### src/rtl/ts_trigger_ctrl.sv
// ts_trigger_ctrl: trigger sequencing controller.
// Runs the IDLE -> PRE -> WAIT -> POST -> HOLDOFF sequence. It edge-detects
// the trigger sources and produces the capture window, the trigger pulse and
// the end-of-capture pulse for the acquisition datapath.
//
// Control pulses (ctrl_arm, ctrl_abort, ctrl_force) are single-cycle strobes
// with no back-pressure. They are acted on in the cycle they are high and are
// never held or queued; a strobe the current state does not use is dropped.
module ts_trigger_ctrl #(
  parameter int N_SRC     = 8,
  parameter int CNT_WIDTH = 16
) (
  input  logic                 aclk,
  input  logic                 aresetn,
  input  logic                 ctrl_arm,
  input  logic                 ctrl_abort,
  input  logic                 ctrl_force,
  input  logic [N_SRC-1:0]     cfg_src_mask,
  input  logic [N_SRC-1:0]     cfg_polarity,
  input  logic [CNT_WIDTH-1:0] cfg_pre_cnt,
  input  logic [CNT_WIDTH-1:0] cfg_post_cnt,
  input  logic [CNT_WIDTH-1:0] cfg_holdoff,
  input  logic                 cfg_auto_rearm,
  input  logic [N_SRC-1:0]     trig_in,
  output logic                 capture_en,
  output logic                 trig_out,
  output logic                 done_pulse,
  output logic [2:0]           sts_state,
  output logic [N_SRC-1:0]     sts_trig_src,
  output logic                 sts_forced,
  output logic [15:0]          sts_trig_cnt
);

  // The encoding is visible to software through sts_state.
  typedef enum logic [2:0] {
    ST_IDLE    = 3'd0,
    ST_PRE     = 3'd1,
    ST_WAIT    = 3'd2,
    ST_POST    = 3'd3,
    ST_HOLDOFF = 3'd4
  } state_e;

  localparam logic [CNT_WIDTH-1:0] CNT_ONE = CNT_WIDTH'(1);

  // A window of length n is timed by loading n-1 and expiring at zero.
  // A zero length still costs one cycle, so it loads zero as well.
  function automatic logic [CNT_WIDTH-1:0] load_cnt(input logic [CNT_WIDTH-1:0] len);
    return (len == '0) ? '0 : (len - CNT_ONE);
  endfunction

  state_e               state_q, state_d;
  logic [CNT_WIDTH-1:0] cnt_q, cnt_d;

  // Configuration captured at arm; a run never sees later cfg_* changes.
  logic [N_SRC-1:0]     mask_q, mask_d;
  logic [N_SRC-1:0]     pol_q, pol_d;
  logic [CNT_WIDTH-1:0] pre_q, pre_d;
  logic [CNT_WIDTH-1:0] post_q, post_d;
  logic [CNT_WIDTH-1:0] hold_q, hold_d;
  logic                 rearm_q, rearm_d;

  logic [N_SRC-1:0]     trig_d_q;

  logic                 capture_q, capture_d;
  logic                 trig_out_q, trig_out_d;
  logic                 done_q, done_d;
  logic [N_SRC-1:0]     src_q, src_d;
  logic                 forced_q, forced_d;
  logic [15:0]          tcnt_q, tcnt_d;

  logic [N_SRC-1:0]     ev;
  logic                 ev_any;

  // Per-source edge events against the previous-cycle sample, using the
  // armed mask and polarity.
  always_comb begin
    ev     = mask_q & ((~pol_q & trig_in & ~trig_d_q) | (pol_q & ~trig_in & trig_d_q));
    ev_any = |ev;
  end

  // Next-state, counter, shadow-config and status logic.
  always_comb begin
    state_d    = state_q;
    cnt_d      = cnt_q;
    mask_d     = mask_q;
    pol_d      = pol_q;
    pre_d      = pre_q;
    post_d     = post_q;
    hold_d     = hold_q;
    rearm_d    = rearm_q;
    src_d      = src_q;
    forced_d   = forced_q;
    tcnt_d     = tcnt_q;
    trig_out_d = 1'b0;
    done_d     = 1'b0;

    if (ctrl_abort) begin
      // Abort beats every other event; status is kept for inspection.
      state_d = ST_IDLE;
    end else begin
      case (state_q)
        ST_IDLE: begin
          if (ctrl_arm) begin
            mask_d   = cfg_src_mask;
            pol_d    = cfg_polarity;
            pre_d    = cfg_pre_cnt;
            post_d   = cfg_post_cnt;
            hold_d   = cfg_holdoff;
            rearm_d  = cfg_auto_rearm;
            src_d    = '0;
            forced_d = 1'b0;
            tcnt_d   = '0;
            state_d  = (cfg_pre_cnt == '0) ? ST_WAIT : ST_PRE;
            cnt_d    = load_cnt(cfg_pre_cnt);
          end
        end

        ST_PRE: begin
          // Source edges are ignored here; only a software force ends PRE early.
          if (ctrl_force) begin
            state_d    = ST_POST;
            cnt_d      = load_cnt(post_q);
            trig_out_d = 1'b1;
            src_d      = '0;
            forced_d   = 1'b1;
            tcnt_d     = tcnt_q + 16'd1;
          end else if (cnt_q == '0) begin
            state_d = ST_WAIT;
          end else begin
            cnt_d = cnt_q - CNT_ONE;
          end
        end

        ST_WAIT: begin
          // Coincident edges on several sources count as one trigger.
          if (ev_any || ctrl_force) begin
            state_d    = ST_POST;
            cnt_d      = load_cnt(post_q);
            trig_out_d = 1'b1;
            src_d      = ev;
            forced_d   = ctrl_force & ~ev_any;
            tcnt_d     = tcnt_q + 16'd1;
          end
        end

        ST_POST: begin
          if (cnt_q == '0) begin
            state_d = ST_HOLDOFF;
            cnt_d   = load_cnt(hold_q);
            done_d  = 1'b1;
          end else begin
            cnt_d = cnt_q - CNT_ONE;
          end
        end

        ST_HOLDOFF: begin
          if (cnt_q == '0) begin
            if (rearm_q) begin
              state_d = (pre_q == '0) ? ST_WAIT : ST_PRE;
              cnt_d   = load_cnt(pre_q);
            end else begin
              state_d = ST_IDLE;
            end
          end else begin
            cnt_d = cnt_q - CNT_ONE;
          end
        end

        default: begin
          state_d = ST_IDLE;
        end
      endcase
    end

    // Registered alongside the state so the window lines up with sts_state.
    capture_d = (state_d == ST_PRE) || (state_d == ST_WAIT) || (state_d == ST_POST);
  end

  // State, counter and shadow configuration registers.
  always_ff @(posedge aclk or negedge aresetn) begin
    if (!aresetn) begin
      state_q <= ST_IDLE;
      cnt_q   <= '0;
      mask_q  <= '0;
      pol_q   <= '0;
      pre_q   <= '0;
      post_q  <= '0;
      hold_q  <= '0;
      rearm_q <= 1'b0;
    end else begin
      state_q <= state_d;
      cnt_q   <= cnt_d;
      mask_q  <= mask_d;
      pol_q   <= pol_d;
      pre_q   <= pre_d;
      post_q  <= post_d;
      hold_q  <= hold_d;
      rearm_q <= rearm_d;
    end
  end

  // Previous-cycle trigger sample, taken in every state.
  always_ff @(posedge aclk or negedge aresetn) begin
    if (!aresetn) begin
      trig_d_q <= '0;
    end else begin
      trig_d_q <= trig_in;
    end
  end

  // Registered outputs and trigger status.
  always_ff @(posedge aclk or negedge aresetn) begin
    if (!aresetn) begin
      capture_q  <= 1'b0;
      trig_out_q <= 1'b0;
      done_q     <= 1'b0;
      src_q      <= '0;
      forced_q   <= 1'b0;
      tcnt_q     <= '0;
    end else begin
      capture_q  <= capture_d;
      trig_out_q <= trig_out_d;
      done_q     <= done_d;
      src_q      <= src_d;
      forced_q   <= forced_d;
      tcnt_q     <= tcnt_d;
    end
  end

  assign capture_en   = capture_q;
  assign trig_out     = trig_out_q;
  assign done_pulse   = done_q;
  assign sts_state    = state_q;
  assign sts_trig_src = src_q;
  assign sts_forced   = forced_q;
  assign sts_trig_cnt = tcnt_q;

endmodule

### config.mk
export PLATFORM = sky130hd
export DESIGN_NAME = ts_trigger_ctrl
export DESIGN_NICKNAME = d
export VERILOG_FILES = /design/src/rtl/ts_trigger_ctrl.sv
export SDC_FILE = /design/constraint.sdc
export NUM_CORES = 1
export LEC_CHECK = 0
export BUFFER_PORTS_ARGS = -buffer_cell sky130_fd_sc_hd__buf_2
export CAP_MARGIN = 20
export CORE_MARGIN = 4
export CORE_UTILIZATION = 60
export DETAILED_ROUTE_END_ITERATION = 16
export HOLD_SLACK_MARGIN = 0.06
export PLACE_DENSITY = 0.91
export SLEW_MARGIN = 20
export SYNTH_ARGS = -nofsm -noshare
export SYNTH_HDL_FRONTEND = slang
export SYNTH_SLANG_ARGS = --single-unit
### constraint.sdc
create_clock -name aclk -period 3.02 [get_ports aclk]
set_input_delay 0.302 -clock aclk [delete_from_list [all_inputs] [get_ports aclk]]
set_output_delay 0.302 -clock aclk [all_outputs]
set_load 0.02 [all_outputs]
After elaboration in Yosys (flattened, before gate mapping)
Index checks and enable logic that the tools add are counted.

Add/sub/neg operators: 6. Equality and inequality tests: 12. Multiplexer cells: 42. Bitwise logic cells: 12. Reduce and logical (&&, ||, !) cells: 15.

Operators with widths (count): 16-bit 2-to-1 mux (14); 16-bit logical NOT (5); 16-bit one-hot mux with 5 select lines (1); 16-bit by 1-bit subtractor with 16-bit output, second input constant (5); 16-bit one-hot mux with 3 select lines (1); 8-bit bitwise AND (5); 8-bit 2-to-1 mux (3); 8-bit NOT (3); 8-bit one-hot mux with 3 select lines (1); 3-bit 2-to-1 mux (7); 16-bit by 1-bit adder with 16-bit output, second input constant (1); 3-bit one-hot mux with 5 select lines (1); 3-bit by 2-bit equality test with 1-bit output, second input constant (4); 1-bit 2-to-1 mux (9); 8-bit OR (1); 8-bit OR reduction (1); 3-bit by 1-bit equality test with 1-bit output, second input constant (2); 2-bit 2-to-1 mux (3); 2-bit != test, second input constant (3); 3-bit != test, second input constant (2); 6-bit AND reduction (1); 5-bit AND reduction (1); 5-bit nonzero test (1); 3-bit equality test, second input constant (1); other kinds (8) (11).

Flip-flop bits (word level): 120. Input port bits: 78. Logic and storage cells: 102.

Depth between registers and ports, before layout
Depth in word-level cells: 13. Depth in mapped cells: 10.

Worst setup path after synthesis
No wires, ideal clock.

Kind: register -> register. From: reg cnt_q[0]. To: reg cnt_q[14]. Arrival time: 1919 ps. Setup slack: 978 ps. Cell stages (with the launch flop): 10. Buffers on the path: 0. Period minus slack after synthesis: 2042 ps. Path through: dfrtp_1 -> inv_1 -> ha_1 -> nor3b_1 -> nand3_1 -> nor4_1 -> xnor2_1 -> o22ai_1 -> a211oi_1 -> o21ai_1.

Word-level cells in the longest chain between the ends: 4. Elaborated cells on any way between the ends: 10. Classes of those cells: 1 x add/sub; 2 x eq/ne; 5 x mux; 2 x reduce/logical.

Ends and longest elaborated chain: start: declaration (line 52) `logic [CNT_WIDTH-1:0] cnt_q, cnt_d;`; start signal: assignment (line 192) `cnt_q <= cnt_d;`; 16-bit by 1-bit subtractor with 16-bit output (line 130, 152, 165); 16-bit 2-to-1 mux (line 127) `end else if (cnt_q == '0) begin`; 16-bit 2-to-1 mux (line 120) `if (ctrl_force) begin`; 16-bit one-hot mux with 5 select lines (line 101) `case (state_q)`.

Several ways; a longest one is shown, not always the timed one. The select of a mux whose other input is x is not followed. A chain may end at the register's enable or synchronous reset.

Worst setup path after layout
From: in trig_in[4]. To: reg cnt_q[1].

Word-level cells in the longest chain between the ends: 9. Elaborated cells on any way between the ends: 11. Classes of those cells: 1 x eq/ne; 7 x bitwise; 3 x reduce/logical.

Ends and longest elaborated chain: start: declaration (line 24) `input logic [N_SRC-1:0] trig_in,`; 8-bit NOT (line 77) `ev = mask_q & ((~pol_q & trig_in & ~trig_d_q) | (pol_q & ~trig_in & trig_d_q));`; 8-bit bitwise AND (2 in series) (line 77); 8-bit OR (*) (line 77); 8-bit bitwise AND (*) (line 77); 8-bit OR reduction (*) (line 78) `ev_any = |ev;`; 1-bit logical OR (*) (line 136) `if (ev_any || ctrl_force) begin`; 2-bit != test (no line) (*); 6-bit AND reduction (no line) (*).

Every way passes the cells marked *; elsewhere a longest branch is shown, timed or not.

==> reports/qor.txt <==
Slew headroom: 50.6%
Final setup viols: 0
CTS tree: done
postcts setup bufs: 0
Final ANT Viol Nets: 0
Critical R2R Launch: post_q[5]
Syn-to-layout area delta: 19.4%
Final Wtd Congestion: 0.988
post-synthesis compound-gate area fraction: 12.1%
synthesized area per cell: 8.55 sq um
Adder-Cell Fraction of Synth Area: 1.95%
Critical Path AT: 2.98 ns
GRT overflow: 0
metal1 wirelength: 8220 microns
clock share of power: 33.4%
EDFF count, synth: 0
peak supply drop: 0.000503 V
Ys Warns: 0
largest net degree at the start of global routing: 77
cells after synthesis: 828
Sw Pwr: 2.02 mW
worst clock skew: 0.0103 ns
Comb pwr share: 25.9%
CTS buffer count: 17
CP max stage cell: dlygate4sd3_1
Starting Density: 61.7%
CTS root buf: clkbuf_16
first-pass GRT wire length: 32300 microns
Hold Vio Cnt, Final: 0
layout cells sized above 1: 18.2%
DR WL met2: 9030 microns
Via Count: 6660
DRT iter0 DRCs: 766
Worst-path clk slew: 0.05 ns
DRT Wirelength: 19900 microns
Worst Max-Slew Pin Slew: 0.741 ns
Hold WC Path Type: input port to flip-flop
Simple-Gate Fraction of Synth Area: 31.9%
post-synth cell types: 65
Worst setup EP type: flip-flop
die width: 117 microns
crit-path max FO: 22
gr usage total: 30.9%
CTS resizes: 0
XOR/XNOR share of the synthesized area: 8.54%
met3 wire length: 1820 microns
Pint: 3.76 mW
clk sinks: 120
CP Cell Sequence: dlygate4sd3_1 > buf_2 > and3b_1 > o21ai_0 > nand4_1 > nor2_1 > a21o_1 > buf_4 > nor3_1 > a21oi_1
top layer in use: met4
Synth Register Bits: 120
pre-CTS setup slack: 0.506 ns
fmax: 0.378 GHz
Mapped Nets: 917
CP Class: input port to flip-flop
Main synth FF type: dfrtp_1
DRC Markers: 0
HPWL Detailed: 13800 microns
total power divided by cell area: 685 mW/mm^2
vias in the first global route: 6312
IO buf count: 108
hold path start: cfg_polarity[1]
status: complete, no violations
setup_tns: 0 ns
RSZ-0062 raised after global routing: false
crit path launch: trig_in[4]
largest family of logic cells by synthesized area: simple AND/OR/NAND/NOR gates
# diodes: 0
Tcrit/Tclk final: 87.5%
die area: 0.0136 sq mm
Pre-Repair DR Iteration Count: 7
Switching Fraction: 34.9%
worst skew pair latency: 0.43 ns
nets@finish: 1037
crit path launch type: input port
H-Tree Level Count: 4
Max Slew Vio Count: 0
Via density: 6.04
Max stage delay on crit path: 0.54 ns
Post-Syn Area: 0.00708 sq mm
Top Ports: 109
Final min period: 2.64 ns
CORE AREA: 0.0115 sq mm
Max clock buf depth: 2
# hold bufs at CTS: 12
required time worst endpoint: 3.36 ns
final setup margin: 0.378 ns
Leakage: 3.91 nW
ys async rst share: 100%
share of the yosys chip area belonging to registers: 42.4%
post-synthesis mux area share: 0.159%
Die Y-Extent: 117 microns
initial antenna violation count: 0
part of the power in registers: 40.7%
WL per Instance: 18.0 microns
Max-cap violations: 0
FP Rows: 39
path summary, 6_finish.rpt:
| kind | end | slack (ns) | depth (start not counted) |
|---|---|---|---|
| worst max-delay path | cnt_q[1] | 0.38 | 10 |
| max in group asynchronous | hold_q[3] | 1.79 | 3 |
| worst min-delay path | pol_q[1] | 0.06 | 3 |
| worst min register to register | mask_q[2] | 0.47 | 2 |
| worst max register to register | cnt_q[13] | 0.45 | 7 |
| min in group asynchronous | sts_trig_cnt[7] | 0.43 | 2 |
kinds of logic (layout without fill, tap and decap cells):
group	after synthesis	after routing
simple gates	449	449
compound gates	132	132
flops	120	120
xor+xnor	69	69
buf+inv	46	177
fa+ha+maj	11	11
mux	1	1
worst max-delay path: cells and delay by family:
family,cells,cell delay (ns)
simple gates,4,0.74
compound gates,3,0.95
buf+inv,3,0.98
sequential cells by signal, indices dropped and copies added (netlist names):
name	count
cnt_q	16
hold_q	16
post_q	16
pre_q	16
sts_trig_cnt	16
mask_q	8
pol_q	8
sts_trig_src	8
trig_d_q	8
sts_state	3
capture_en	1
done_pulse	1
rearm_q	1
sts_forced	1
trig_out	1
power groups by stage:
stage	clock (mW)	combinational, mW	sequential (mW)
after floorplan	0	1.01	2.28
after global placement	0	1.39	2.34
final	1.93	1.50	2.35
after CTS	1.95	1.47	2.34
after detailed placement	0	1.43	2.36
after global routing	2.04	1.65	2.39
layout by cell type, fill, tap and decap left out, types with 9 or more instances in the layout:
| master | instances |
|---|---|
| dfrtp_1 | 120 |
| o21ai_1 | 9 |
| dlygate4sd3_1 | 12 |
| buf_2 | 107 |
| nor4_1 | 11 |
| clkbuf_16 | 17 |
| o22ai_1 | 14 |
| buf_4 | 11 |
| inv_1 | 15 |
| nand2_1 | 238 |
| xnor2_1 | 44 |
| nor3b_1 | 17 |
| a21oi_1 | 24 |
| and3b_1 | 9 |
| xor2_1 | 25 |
| nor2_1 | 74 |
| ha_1 | 11 |
| o31ai_1 | 10 |
| o21ai_0 | 39 |
| nand3_1 | 15 |
| nor3_1 | 22 |
cell type report:
cell class	count	area, sq um
clock buffer	21	460
clock inverter	9	101
fill	809	3020
inverter	15	56.3
multi-input combinational	662	3870
sequential	120	3000
tap	143	179
timing repair buffer	132	778
layer usage:
layer,GRT usage (%),vias to the layer above
li1,-,3103
met1,42.0,3135
met2,47.3,349
met3,7.62,73
met4,13.2,0
met5,0,-
cells in the mapped netlist, types with 8 or more instances:
library cell	count	share of area, %
inv_1	15	0.80
xnor2_1	44	5.4
nand3_1	16	1.1
a21oi_1	24	1.7
o21ai_0	39	2.8
o31ai_1	10	1.1
xor2_1	25	3.1
nor3_1	22	1.6
and3b_1	9	1.1
nand2_1	238	13
clkbuf_1	17	0.90
nor2_1	74	3.9
ha_1	11	1.9
nor4_4	8	2.4
nor3b_1	17	1.8
dfrtp_1	120	42
nor4_1	11	0.97
o21ai_1	9	0.64
o22ai_1	14	1.2
metrics by stage:
stage,instances,util [%],area (sq um),hold slack (ns),total power [mW]
after floorplan,828,-,7080,0.00641,3.29
after detailed placement,1060,67.7,7770,0.336,3.79
after global placement,1060,67.7,7770,0.337,3.74
final,1102,73.7,8450,0.0645,5.79
after CTS,1102,73.7,8450,0.0603,5.76
after global routing,1102,73.7,8450,0.0774,6.08
Power figures use the tool's default switching activity.
